$ cat src/rtl/ram_arb_pkg.sv
// rtl/ram_arb_pkg.sv - shared types and default sizes for the packet-buffer port arbiter
package ram_arb_pkg;

  localparam int AW_DEF        = 14;
  localparam int DW_DEF        = 16;
  localparam int BEW_DEF       = 2;
  localparam int MAX_BURST_DEF = 16;

  typedef enum logic [1:0] {
    ST_IDLE = 2'd0,
    ST_OWN0 = 2'd1,
    ST_OWN1 = 2'd2
  } arb_state_e;

endpackage

$ cat src/rtl/ram_arb_rd_tag.sv
// rtl/ram_arb_rd_tag.sv - two-stage read tag pipeline steering rvalid to the issuing requester
// Stage 1 lines up with the registered RAM beat, stage 2 with the RAM's registered output.
module ram_arb_rd_tag (
  input  logic clk,
  input  logic rst_n,
  input  logic rd_valid,
  input  logic rd_id,
  output logic m0_rvalid,
  output logic m1_rvalid
);

  logic s1_valid_q, s1_valid_d;
  logic s1_id_q, s1_id_d;
  logic s2_valid_q, s2_valid_d;
  logic s2_id_q, s2_id_d;

  always_comb begin
    s1_valid_d = rd_valid;
    s1_id_d    = rd_id;
    s2_valid_d = s1_valid_q;
    s2_id_d    = s1_id_q;
  end

  always_ff @(posedge clk or negedge rst_n) begin
    if (!rst_n) begin
      s1_valid_q <= 1'b0;
      s1_id_q    <= 1'b0;
      s2_valid_q <= 1'b0;
      s2_id_q    <= 1'b0;
    end else begin
      s1_valid_q <= s1_valid_d;
      s1_id_q    <= s1_id_d;
      s2_valid_q <= s2_valid_d;
      s2_id_q    <= s2_id_d;
    end
  end

  assign m0_rvalid = s2_valid_q & ~s2_id_q;
  assign m1_rvalid = s2_valid_q & s2_id_q;

endmodule

$ cat src/rtl/ram_port_arbiter.sv
// rtl/ram_port_arbiter.sv - round-robin burst-locking arbiter sharing one packet-buffer RAM port
// m0 is the Ethernet RX writer, m1 the PCIe host side; RAM-side signals are registered.
module ram_port_arbiter
  import ram_arb_pkg::*;
#(
  parameter int AW        = AW_DEF,
  parameter int DW        = DW_DEF,
  parameter int BEW       = BEW_DEF,
  parameter int MAX_BURST = MAX_BURST_DEF
) (
  input  logic           sys_clk,
  input  logic           sys_rst_n,
  input  logic           m0_req,
  input  logic           m0_wr,
  input  logic [BEW-1:0] m0_be,
  input  logic [AW-1:0]  m0_addr,
  input  logic [DW-1:0]  m0_wdata,
  output logic           m0_gnt,
  output logic           m0_rvalid,
  output logic [DW-1:0]  m0_rdata,
  input  logic           m1_req,
  input  logic           m1_wr,
  input  logic [BEW-1:0] m1_be,
  input  logic [AW-1:0]  m1_addr,
  input  logic [DW-1:0]  m1_wdata,
  output logic           m1_gnt,
  output logic           m1_rvalid,
  output logic [DW-1:0]  m1_rdata,
  output logic           ram_en,
  output logic           ram_wr,
  output logic [BEW-1:0] ram_be,
  output logic [AW-1:0]  ram_addr,
  output logic [DW-1:0]  ram_din,
  input  logic [DW-1:0]  ram_q
);

  localparam int CW = $clog2(MAX_BURST + 1);

  arb_state_e    state_q, state_d;
  logic          last_q, last_d;
  logic [CW-1:0] cnt_q, cnt_d;
  logic          cap;

  logic           ram_en_q, ram_en_d;
  logic           ram_wr_q, ram_wr_d;
  logic [BEW-1:0] ram_be_q, ram_be_d;
  logic [AW-1:0]  ram_addr_q, ram_addr_d;
  logic [DW-1:0]  ram_din_q, ram_din_d;
  logic           acc, sel, sel_wr, rd_valid;

  // The burst cap only bites when the other side is waiting; a lone owner streams freely.
  always_comb begin
    state_d = state_q;
    last_d  = last_q;
    cnt_d   = cnt_q;
    m0_gnt  = 1'b0;
    m1_gnt  = 1'b0;
    cap     = (cnt_q == CW'(MAX_BURST));

    case (state_q)
      ST_OWN0: begin
        m0_gnt = m0_req & ~(cap & m1_req);
        m1_gnt = m1_req & ~m0_gnt;
      end
      ST_OWN1: begin
        m1_gnt = m1_req & ~(cap & m0_req);
        m0_gnt = m0_req & ~m1_gnt;
      end
      default: begin
        m0_gnt = m0_req & (~m1_req | last_q);
        m1_gnt = m1_req & ~m0_gnt;
      end
    endcase

    if (m0_gnt) begin
      state_d = ST_OWN0;
      last_d  = 1'b0;
      cnt_d   = (state_q == ST_OWN0) ? (cap ? cnt_q : cnt_q + CW'(1)) : CW'(1);
    end else if (m1_gnt) begin
      state_d = ST_OWN1;
      last_d  = 1'b1;
      cnt_d   = (state_q == ST_OWN1) ? (cap ? cnt_q : cnt_q + CW'(1)) : CW'(1);
    end else begin
      state_d = ST_IDLE;
    end
  end

  always_comb begin
    acc        = m0_gnt | m1_gnt;
    sel        = m1_gnt;
    sel_wr     = sel ? m1_wr : m0_wr;
    ram_en_d   = acc;
    ram_wr_d   = acc & sel_wr;
    ram_be_d   = ram_wr_d ? (sel ? m1_be : m0_be) : '0;
    ram_addr_d = acc ? (sel ? m1_addr : m0_addr) : ram_addr_q;
    ram_din_d  = acc ? (sel ? m1_wdata : m0_wdata) : ram_din_q;
    rd_valid   = acc & ~sel_wr;
  end

  always_ff @(posedge sys_clk or negedge sys_rst_n) begin
    if (!sys_rst_n) begin
      state_q    <= ST_IDLE;
      last_q     <= 1'b1;
      cnt_q      <= '0;
      ram_en_q   <= 1'b0;
      ram_wr_q   <= 1'b0;
      ram_be_q   <= '0;
      ram_addr_q <= '0;
      ram_din_q  <= '0;
    end else begin
      state_q    <= state_d;
      last_q     <= last_d;
      cnt_q      <= cnt_d;
      ram_en_q   <= ram_en_d;
      ram_wr_q   <= ram_wr_d;
      ram_be_q   <= ram_be_d;
      ram_addr_q <= ram_addr_d;
      ram_din_q  <= ram_din_d;
    end
  end

  ram_arb_rd_tag u_rd_tag (
    .clk       (sys_clk),
    .rst_n     (sys_rst_n),
    .rd_valid  (rd_valid),
    .rd_id     (sel),
    .m0_rvalid (m0_rvalid),
    .m1_rvalid (m1_rvalid)
  );

  assign ram_en   = ram_en_q;
  assign ram_wr   = ram_wr_q;
  assign ram_be   = ram_be_q;
  assign ram_addr = ram_addr_q;
  assign ram_din  = ram_din_q;
  assign m0_rdata = ram_q;
  assign m1_rdata = ram_q;

endmodule
$ cat config.mk
export PLATFORM = sky130hd
export DESIGN_NAME = ram_port_arbiter
export DESIGN_NICKNAME = d
export VERILOG_FILES = /design/src/rtl/ram_arb_pkg.sv /design/src/rtl/ram_arb_rd_tag.sv /design/src/rtl/ram_port_arbiter.sv
export SDC_FILE = /design/constraint.sdc
export NUM_CORES = 1
export LEC_CHECK = 0
export BUFFER_PORTS_ARGS = -buffer_cell sky130_fd_sc_hd__buf_4
export CAP_MARGIN = 20
export CORE_MARGIN = 2
export CORE_UTILIZATION = 34
export DETAILED_ROUTE_END_ITERATION = 16
export GPL_ROUTABILITY_DRIVEN = 0
export PLACE_DENSITY = 0.66
export SLEW_MARGIN = 20
export SYNTH_ARGS = -nofsm -noshare
export SYNTH_HDL_FRONTEND = slang
export SYNTH_SLANG_ARGS = --single-unit
$ cat constraint.sdc
create_clock -name sys_clk -period 2.68 [get_ports sys_clk]
set_input_delay 0.804 -clock sys_clk [delete_from_list [all_inputs] [get_ports sys_clk]]
set_output_delay 0.804 -clock sys_clk [all_outputs]
set_load 0.005 [all_outputs]
# Yosys cells after proc, flatten, opt, wreduce, memory -nomap -nowiden
# Cells that the tools add are included.
classes:
  n_addsub: 1
  mux: 16
  n_eq_ne: 3
  bitwise: 22
  n_reduce_logical: 1
op_table:
  columns: ["cell", "count"]
  rows:
  - ["5-bit 2-to-1 mux", 5]
  - ["16-bit 2-to-1 mux", 1]
  - ["14-bit 2-to-1 mux", 1]
  - ["1-bit bitwise AND", 12]
  - ["2-bit 2-to-1 mux", 4]
  - ["1-bit inverter", 8]
  - ["5-bit by 1-bit adder with 5-bit output, second input constant", 1]
  - ["5-bit == test, second input constant", 1]
  - ["1-bit one-hot mux with 2 select lines", 2]
  - ["1-bit 2-to-1 mux", 3]
  - ["2-bit by 1-bit == test with 1-bit output, second input constant", 1]
  - ["2-bit == test, second input constant", 1]
  - ["1-bit bitwise OR", 2]
  - ["2-bit nonzero test", 1]
totals:
  word_cells: 55
  in_bits: 86
  reg_bits: 46
  output_inout_bits: 70

# Longest topological paths before layout
# Gate-level depths: netlist of run 1.
depth:
  word_depth: 10
  mapped_depth: 11
  depth_no_buf: 8

# Hierarchy
# A second synthesis of run 1 with hierarchy kept.
hier_totals:
  cells_unflattened: 304
  hier_area_um2: 2590.0
modules_own_cells:
  columns: ["mod", "area_each_um2", "seq_area_each_um2", "cells_per_inst", "n_inst"]
  rows:
  - ["ram_port_arbiter", 2473.6, 1052.3, 298, 1]
  - ["ram_arb_rd_tag", 116.4, 100.1, 6, 1]

# Worst setup path after synthesis of run 1
# No wires, ideal clock.
synth_path:
  path_kind: "reg2out"
  from: "register cnt_q[0]"
  to: "output m0_gnt"
  t_required_ns: 1.876
  path_stages_with_launch: 9
  t_arrival_ns: 1.754
  path_slack_ns: 0.122
  n_path_buf: 2
  cell_sequence: "dfrtp_1 inv_1 ha_1 nor4bb_1 buf_2 or3b_1 nand4_2 inv_2 buf_2"
synth_via:
  elab_chain_len: 7
  word_cells_on_any_way: 10
  classes_between: "1 x eq/ne; 1 x mux; 8 x bitwise"
synth_rtl:
  columns: ["item", "line_no", "source"]
  rows:
  - ["start: declaration", "ram_port_arbiter.sv:41", "logic [CW-1:0] cnt_q, cnt_d;"]
  - ["start signal: assignment", "ram_port_arbiter.sv:113", "cnt_q <= cnt_d;"]
  - ["5-bit == test (*)", "ram_port_arbiter.sv:58", "cap = (cnt_q == CW'(MAX_BURST));"]
  - ["1-bit bitwise AND", "ram_port_arbiter.sv:66", "m1_gnt = m1_req & ~(cap & m0_req);"]
  - ["1-bit inverter", "ram_port_arbiter.sv:66", null]
  - ["1-bit bitwise AND", "ram_port_arbiter.sv:66", null]
  - ["1-bit inverter", "ram_port_arbiter.sv:67", "m0_gnt = m0_req & ~m1_gnt;"]
  - ["1-bit bitwise AND", "ram_port_arbiter.sv:67", null]
  - ["1-bit one-hot mux with 2 select lines (*)", "ram_port_arbiter.sv:60", "case (state_q)"]
  - ["end: declaration", "ram_port_arbiter.sv:18", "output logic m0_gnt,"]
# Every way passes the cells marked *; elsewhere a longest branch is shown, timed or not.

# Worst setup path after layout of run 1
# Same ends and word-level chain as after synthesis.

==> results.toml, run 1 <==
[outcome]
outcome = "complete, but fails checks"
failed_checks = "setup timing"

[power]
switchingPower_w = 0.001337
p_int_w = 0.002109
pwr-share-comb_pct = 53.7
max-vdd-ir-drop_uv = 434.7
p_leak_nw = 1.654
p_sw_share_pct = 38.81
power_density_nw_per_um2 = 1007
p_clk_share_pct = 11.5
total_power_w = 0.003446
power_frac_seq_pct = 34.8

[clocking]
cts.sinks = 46
clk_pin_slew_ps = 80
cts_tree = "built"
cts_max_level = 2
cts_buffers = 5
cts_root_buffer = "clkbuf_8"
cts_buffer_depth = 2
clk_latency_ps = 290

[worst_setup_path]
cp_cell_sequence = "inv_2, ha_4, nor4bb_4, buf_4, or4b_4, nand4_4, inv_2, buf_6"
startpoint_type = "flop"
r2r-start = "cnt_q[0]"
worst_r2r_path_depth = 18
cpLargestDelayFamily = "simple AND/OR/NAND/NOR gates"
required_ps = 1880
r2r-end = "cnt_q[0]"
end_kind = "output port"
reg2reg_slack_ps = 90
worstPathMaxFanout = 3
cpMaxStageDelayCell = "or4b_4"
cpPeakStageDelay_ps = 530
crit_arrival_ps = 2040
critPathKind = "flop to output port"
path_buf_inv = 4
critPathMostFrequentCell = "inv_2"

[yosys]
synth_warnings = 0
synth_area_um2 = 2455
ys.flop_type = "dfrtp_1"
synth_top_area_cell = "dfrtp_1"
synth_most_common_cell = "a21oi_1"
synth_area_leaders = "dfrtp_1, a21oi_1, buf_4, nand2_1, nor2_1"
synth_common_cells = "a21oi_1, dfrtp_1, nand2_1"
syn_inst = 287
syn_area_per_cell_um2 = 8.553
ys_seq_elements = 46
synth_edf_count = 0
syn_nets = 377
yosysTopAreaCellShare_pct = 45.87
async_flop_share_pct = 100.0
yosysSeqAreaShare_pct = 46.94
ys_types = 38

[global_routing]
antenna_found_initial = 0
track_usage_pct = 17.67
grt_start_max_net_pins = 47
grt_pass1_wl_um = 10920
grt_pass1_vias = 2324
grt-ovfl-total = 0
met3_usage_pct = 4.617
use_met2_pct = 30.53
gr-max-usage-layer = "met2"
met1_usage_pct = 21.25

[floorplan]
io_pins = 156
die_area_um2 = 7916
rows = 30
die_x_um = 88.97
core-area_um2 = 6907
die_h_um = 88.97
start_util_pct = 35.54

[layout]
area_growth_syn_to_layout_pct = 39.45
postLayoutCoreUtil_pct = 49.57
nNetsFinal = 469
drive_gt1_share_pct = 40.37
nFillCells = 680
diodes = 0

[routing]
wirelength_um = 6843
dr.pass1.iters = 4
wl_per_cell_um = 14.41
drtIter0Drc = 68
drc = 0
vias = 2328
viasPerCell = 4.901
ant_nets = 0

[timing]
fin_crit_sh_pct = 106.0
final.setup_skew_ps = 4.113
timing.final.ws_setup_ps = -162.1
hold_viol = 0
drv_slew = 0
rsz0062_at_grt = "true"
finalCriticalPeriod_ps = 2842
clock.fmax_mhz = 351.9
setup_viol = 2
tightest_slew_ps = 595.5
max_slew_margin_pct = 60.30

[place]
dp.final_hpwl_um = 4277
io_buffers = 107

[job]
maxCapViolations = 0

[hold_path]
hold_path_class = "flop to flop"
min_from = "u_rd_tag.s1_valid_q"
hold_end = "u_rd_tag.s2_valid_q"
min_path_cells = 0
layout by cell type, fill, tap and decap left out, drive strengths merged, types with 2 or more instances in the layout:
| cell type | n |
|---|---|
| buf | 135 |
| a21oi | 61 |
| dfrtp | 45 |
| nand2 | 39 |
| nor2 | 34 |
| nand3 | 9 |
| o21ai | 7 |
| inv | 7 |
| clkbuf | 7 |
| ha | 4 |
| and2 | 3 |
| nand4 | 3 |
| nand3b | 2 |
| a41oi | 2 |
| a31oi | 2 |
| o211ai | 2 |
| a22oi | 2 |
flip-flops by register name, summed over array words and instances, names as in the netlist:
signal	flops
ram_din	16
ram_addr	14
cnt_q	5
ram_be	2
state_q	2
last_q	1
ram_en	1
ram_wr	1
u_rd_tag.s1_id_q	1
u_rd_tag.s1_valid_q	1
u_rd_tag.s2_id_q	1
u_rd_tag.s2_valid_q	1
cells by family (layout without fill, tap and decap cells):
| logic type | Yosys count | count (layout) | share of synthesized area [%] |
|---|---|---|---|
| AO/OA/AOI/OAI | 83 | 83 | 18.86 |
| adder cells (fa/ha/maj) | 4 | 4 | 2.039 |
| buffers and inverters | 57 | 149 | 14.37 |
| AND/OR/NAND/NOR | 97 | 97 | 17.79 |
| flip-flops | 46 | 46 | 46.94 |
per-layer routing:
metal  share of wire (%)  routed length, um  vias up
met5                   0                  0        -
met4                 2.1                146        0
met3                 6.8                466       17
met2                  52               3540       96
met1                  39               2690     1096
li1                    -                  -     1119
power by group through the flow:
stage | Clock (W) | Sequential (W) | Combinational, W
4_1_cts | 0.000413 | 0.00120 | 0.00183
6_report | 0.000398 | 0.00120 | 0.00185
2_1_floorplan | 0 | 0.00121 | 0.000927
3_5_place_dp | 0 | 0.00119 | 0.00167
5_1_grt | 0.000441 | 0.00123 | 0.00206
3_3_place_gp | 0 | 0.00118 | 0.00165
cell type report:
class                      count  area, um2  area share [%]
timing repair buffer         135       1021           29.82
tap                           96      120.1           3.509
inverter                       7      26.28          0.7675
multi-input combinational    184       1027           30.01
sequential                    46       1152           33.66
clock buffer                   7      76.32           2.230
metrics by stage:
step	cell area (um2)	setup slack, ps	hold slack [ps]	std cells	TNS [ps]
after floorplan	2455	122.2	331.2	287	0
after global placement	3137	154.5	332.3	449	0
after detailed placement	3137	107.7	339.6	449	0
after CTS	3398	-90.63	357.8	474	-90.63
after global routing	3423	-214.0	364.2	475	-412.0
final	3423	-162.1	353.9	475	-237.2
timing repair:
item | in CTS | in global routing
hold buffers | 0 | 0
setup endpoints to repair | 1 | 3
setup buffers | 19 | 3
pin swaps | 5 | 1
gates resized for setup | 10 | 4
worst max path at each step:
stage             start      to  slack [ps]  cells after the start
4_1_cts        cnt_q[0]  m0_gnt         -90                      8
5_1_grt        cnt_q[0]  m0_gnt        -210                      8
3_5_place_dp   cnt_q[0]  m0_gnt         110                      8
3_3_place_gp     m1_req  m0_gnt         150                      6
2_1_floorplan  cnt_q[0]  m0_gnt         120                      8
6_report       cnt_q[0]  m0_gnt        -160                      8
Power figures use the tool's default switching activity.
==> inputs of run 2 (changes only) <==
Settings changed: PLACE_DENSITY 0.66 to 0.63.
Clock period 2.68 ns to 3.4 ns, I/O delays scaled along.
==> results.toml, run 2 (synthesized netlist as in run 1, its figures left out) <==
[outcome]
outcome = "completed"

[power]
p_clk_share_pct = 13.3
p_int_w = 0.001563
power_frac_seq_pct = 36.8
max-vdd-ir-drop_uv = 317.6
total_power_w = 0.002557
p_sw_share_pct = 38.87
pwr-share-comb_pct = 49.9
switchingPower_w = 0.0009937
p_leak_nw = 1.537
power_density_nw_per_um2 = 799.4

[timing]
clock.fmax_mhz = 318.3
rsz0062_at_grt = "false"
drv_slew = 0
setup_viol = 0
max_slew_margin_pct = 61.35
finalCriticalPeriod_ps = 3142
tightest_slew_ps = 579.7
final.setup_skew_ps = 8.749
fin_crit_sh_pct = 92.40
hold_viol = 0
tns_ps = 0

[clocking]
cts_resized = 0
cts_max_level = 2
cts_buffers = 5
hold_buffers = 0
clk_pin_slew_ps = 80
cts_tree = "built"
cts.sinks = 46
clk_latency_ps = 290
cts_buffer_depth = 2
cts_root_buffer = "clkbuf_8"
cts_setup_buffers = 0

[routing]
wl_per_cell_um = 13.96
wirelength_um = 6323
drtIter0Drc = 68
viasPerCell = 4.768
drc = 0
vias = 2160
ant_nets = 0
dr.pass1.iters = 4

[worst_setup_path]
r2r-start = "cnt_q[0]"
critPathMostFrequentCell = "buf_4"
required_ps = 2380
worst_r2r_path_depth = 10
reg2reg_slack_ps = 960
crit_start = "cnt_q[0]"
end_kind = "output port"
cpMaxStageDelayCell = "or3b_1"
cpLargestDelayFamily = "simple AND/OR/NAND/NOR gates"
critPathKind = "flop to output port"
crit_arrival_ps = 2120
worstPathMaxFanout = 8
crit_end = "m0_gnt"
path_buf_inv = 4
cpPeakStageDelay_ps = 420
r2r-end = "cnt_q[0]"
worst-path-stages = 8
startpoint_type = "flop"
cp_cell_sequence = "inv_1, ha_1, nor4bb_1, buf_4, or3b_1, nand4_2, inv_2, buf_4"

[floorplan]
io_pins = 156
die_area_um2 = 7916
die_x_um = 88.97
die_h_um = 88.97
core-area_um2 = 6907
start_util_pct = 35.54
rows = 30

[global_routing]
grt-ovfl-total = 0
grt_pass1_wl_um = 9887
grt_pass1_vias = 2073
grt_start_max_net_pins = 47
antenna_found_initial = 0
track_usage_pct = 15.94

[layout]
largest_register_ffs = 16
nNetsFinal = 446
diodes = 0
drive_gt1_share_pct = 34.73
finalNonFillerCells = 453
area_growth_syn_to_layout_pct = 30.28
mostFrequentLayoutCells = "buf_4, a21oi_1, dfrtp_1"
layout_commonest_cell = "buf_4"

[hold_path]
hold_path_class = "flop to flop"

[place]
dp_cells = 445
dp.final_hpwl_um = 4237
io_buffers = 107

[job]
maxCapViolations = 0
[run 2: final cells by class]
| class | count | area (um2) |
|---|---|---|
| clock buffers | 7 | 86.33 |
| clock inverters | 1 | 5.005 |
| fillers | 704 | 3709 |
| inverters | 7 | 26.28 |
| multi-input cells | 184 | 967.2 |
| flip-flops and latches | 46 | 1152 |
| well taps | 96 | 120.1 |
| repair buffers | 112 | 840.8 |
[run 2: how the worst min path moves through the flow]
stage / depth (start not counted) / end / startpoint / slack [ps]
floorplan: 0 / u_rd_tag.s2_id_q / u_rd_tag.s1_id_q / 330
global placement: 0 / u_rd_tag.s2_valid_q / u_rd_tag.s1_valid_q / 330
detailed placement: 0 / u_rd_tag.s2_valid_q / u_rd_tag.s1_valid_q / 340
CTS: 0 / u_rd_tag.s2_valid_q / u_rd_tag.s1_valid_q / 360
global route: 0 / u_rd_tag.s2_valid_q / u_rd_tag.s1_valid_q / 370
finish: 0 / u_rd_tag.s2_valid_q / u_rd_tag.s1_valid_q / 350
[run 2: worst register-to-register path, delay by kind of cell (launching register included)]
kind / cells / cell delay (ps)
simple gates: 3 / 760
flops: 1 / 410
compound gates: 2 / 340
fa+ha+maj: 1 / 170
buf+inv: 4 / 630
[run 2: layer usage]
| layer | share of wire [%] | routed length, um | global-route usage [%] | vias up |
|---|---|---|---|---|
| met5 | 0 | 0 | 0 | - |
| met4 | 0.33 | 21 | 3.528 | 0 |
| met3 | 5.7 | 362 | 4.155 | 2 |
| met2 | 51 | 3204 | 27.34 | 59 |
| met1 | 43 | 2735 | 20.34 | 1025 |
| li1 | - | - | - | 1074 |
[run 2: through the flow]
step / setup slack (ps) / instance area, um2 / utilization [%] / hold WS, ps
floorplan: 523.7 / 2455 / - / 331.2
global placement: 436.5 / 3107 / 44.98 / 332.4
detailed placement: 411.5 / 3107 / 44.98 / 336.3
CTS: 234.5 / 3198 / 46.30 / 356.7
global route: 90.64 / 3198 / 46.30 / 367.5
finish: 258.5 / 3198 / 46.30 / 353.5
[run 2: power by group through the flow]
stage / registers [W] / clock network (W) / logic, W
finish: 0.000941 / 0.000340 / 0.00128
detailed placement: 0.000952 / 0 / 0.00130
global placement: 0.000942 / 0 / 0.00128
CTS: 0.000943 / 0.000360 / 0.00130
floorplan: 0.000951 / 0 / 0.000731
global route: 0.000977 / 0.000377 / 0.00144
==> inputs of run 3 (changes only) <==
Settings changed: BUFFER_PORTS_ARGS -buffer_cell sky130_fd_sc_hd__buf_4 to default, DONT_BUFFER_PORTS from default to 1, PLACE_DENSITY 0.63 to 0.45, SKIP_CTS_REPAIR_TIMING from default to 1, SLEW_MARGIN 20 to default.
==> results.toml, run 3 (synthesized netlist as in run 1, its figures left out) <==
[clocking]
cts.sinks = 46
cts_buffer_depth = 2
clk_latency_ps = 300
clk_pin_slew_ps = 90
cts_buffers = 5
cts_max_level = 2
cts_tree = "built"
cts_root_buffer = "clkbuf_8"

[power]
power_density_nw_per_um2 = 919.9
p_clk_share_pct = 15.8
p_leak_nw = 1.022
max-vdd-ir-drop_uv = 356.1
power_frac_seq_pct = 45.6
pwr-share-comb_pct = 38.6
switchingPower_w = 0.0009327
p_sw_share_pct = 42.34
p_int_w = 0.001270

[timing]
rsz0062_at_grt = "false"
drv_slew = 0
final.setup_skew_ps = 5.296
finalCriticalPeriod_ps = 2991
tns_ps = 0
timing.final.ws_setup_ps = 409.1
clock.fmax_mhz = 334.4
fin_crit_sh_pct = 87.97
hold_viol = 0
tightest_slew_ps = 460.8
setup_viol = 0
max_slew_margin_pct = 69.28

[place]
dp.final_hpwl_um = 3869
place_worst_setup_slack_ps = 678.5
io_buffers = 0

[routing]
dr.pass1.iters = 4
wirelength_um = 5986
viasPerCell = 5.263
ant_nets = 0
dr_wl_met2_um = 2870
vias = 1821
drc = 0
met1_length_um = 2448
drtIter0Drc = 110
wl_per_cell_um = 17.30
highest_layer = "met4"
dr_wl_met3_um = 551

[worst_setup_path]
required_ps = 2380
critPathKind = "flop to output port"
crit_arrival_ps = 1970
startpoint_type = "flop"
cpLargestDelayFamily = "simple AND/OR/NAND/NOR gates"
cpMaxStageDelayCell = "or3b_1"
end_kind = "output port"
path_buf_inv = 2
worstPathMaxFanout = 4
cpPeakStageDelay_ps = 450
cp_cell_sequence = "inv_1, ha_1, nor4bb_1, or3b_1, nand4_2, inv_2"

[global_routing]
track_usage_pct = 15.43
grt_pass1_vias = 1764
grt_pass1_wl_um = 9128
antenna_found_initial = 0
grt_start_max_net_pins = 47
grt-ovfl-total = 0

[layout]
drive_gt1_share_pct = 6.800
mostFrequentLayoutCells = "a21oi_1, dfrtp_1, nand2_1"
area_growth_syn_to_layout_pct = -2.446
diodes = 0
layout_commonest_cell = "a21oi_1"
largest_register_ffs = 16
nFillCells = 747
nNetsFinal = 339

[floorplan]
io_pins = 156
core-area_um2 = 6907
die_x_um = 88.97
die_area_um2 = 7916
die_h_um = 88.97
start_util_pct = 35.54
rows = 30

[hold_path]
hold_path_class = "flop to flop"

[job]
maxCapViolations = 0

[outcome]
outcome = "completed"
==> run 3: cell types whose count changed in the layout (fill, tap and decap cells not counted), sizes merged <==
cell,delta
buf,-107
==> run 3: worst reg2reg max path, cell delays in order (launching register included) <==
cell,delay (ps)
dfrtp_1,410
inv_1,100
ha_1,160
nor4bb_1,350
or3b_1,450
nand4_2,140
inv_2,60
buf_4,280
o221ai_2,250
a22oi_1,120
==> run 3: final timing paths <==
kind | from | end | slack, ps | cells past startpoint
worst max register to register | cnt_q[0] | cnt_q[0] | 950 | 9
worst max-delay path | cnt_q[0] | m0_gnt | 410 | 6
worst min-delay path | u_rd_tag.s1_id_q | u_rd_tag.s2_id_q | 360 | 0
max in group asynchronous | sys_rst_n | last_q | 2810 | 0
worst min register to register | u_rd_tag.s1_id_q | u_rd_tag.s2_id_q | 360 | 0
min in group asynchronous | sys_rst_n | u_rd_tag.s2_id_q | 410 | 0
==> run 3: power by group through the flow <==
stage / clock, W / sequential, W / combinational (W)
finish: 0.000348 / 0.00100 / 0.000851
floorplan: 0 / 0.000951 / 0.000731
global route: 0.000396 / 0.00104 / 0.000986
CTS: 0.000369 / 0.00101 / 0.000861
detailed placement: 0 / 0.00101 / 0.000865
global placement: 0 / 0.00102 / 0.000855
==> run 3: metal layers <==
layer / track usage (%) / vias up
li1: - / 863
met5: 0 / -
met2: 22.86 / 75
met1: 20.04 / 867
met4: 6.377 / 0
met3: 6.371 / 16
==> run 3: per-stage QoR <==
step	hold slack, ps	total power (W)	area (um2)	std cells	utilization [%]
6_report	358.2	0.002203	2395	346	34.67
4_1_cts	361.4	0.002240	2395	346	34.67
5_1_grt	367.5	0.002423	2395	346	34.67
2_1_floorplan	331.2	0.001682	2455	287	-
3_5_place_dp	340.2	0.001877	2303	338	33.35
3_3_place_gp	335.0	0.001877	2303	338	33.35
==> run 3: final cells by class <==
type                       count  area [um2]  area share [%]
sequential                    46        1152           48.12
clock buffer                   7       86.33           3.605
clock inverter                 1       5.005          0.2090
tap                           96       120.1           5.016
multi-input combinational    184       967.2           40.39
timing repair buffer           5       37.54           1.567
inverter                       7       26.28           1.097
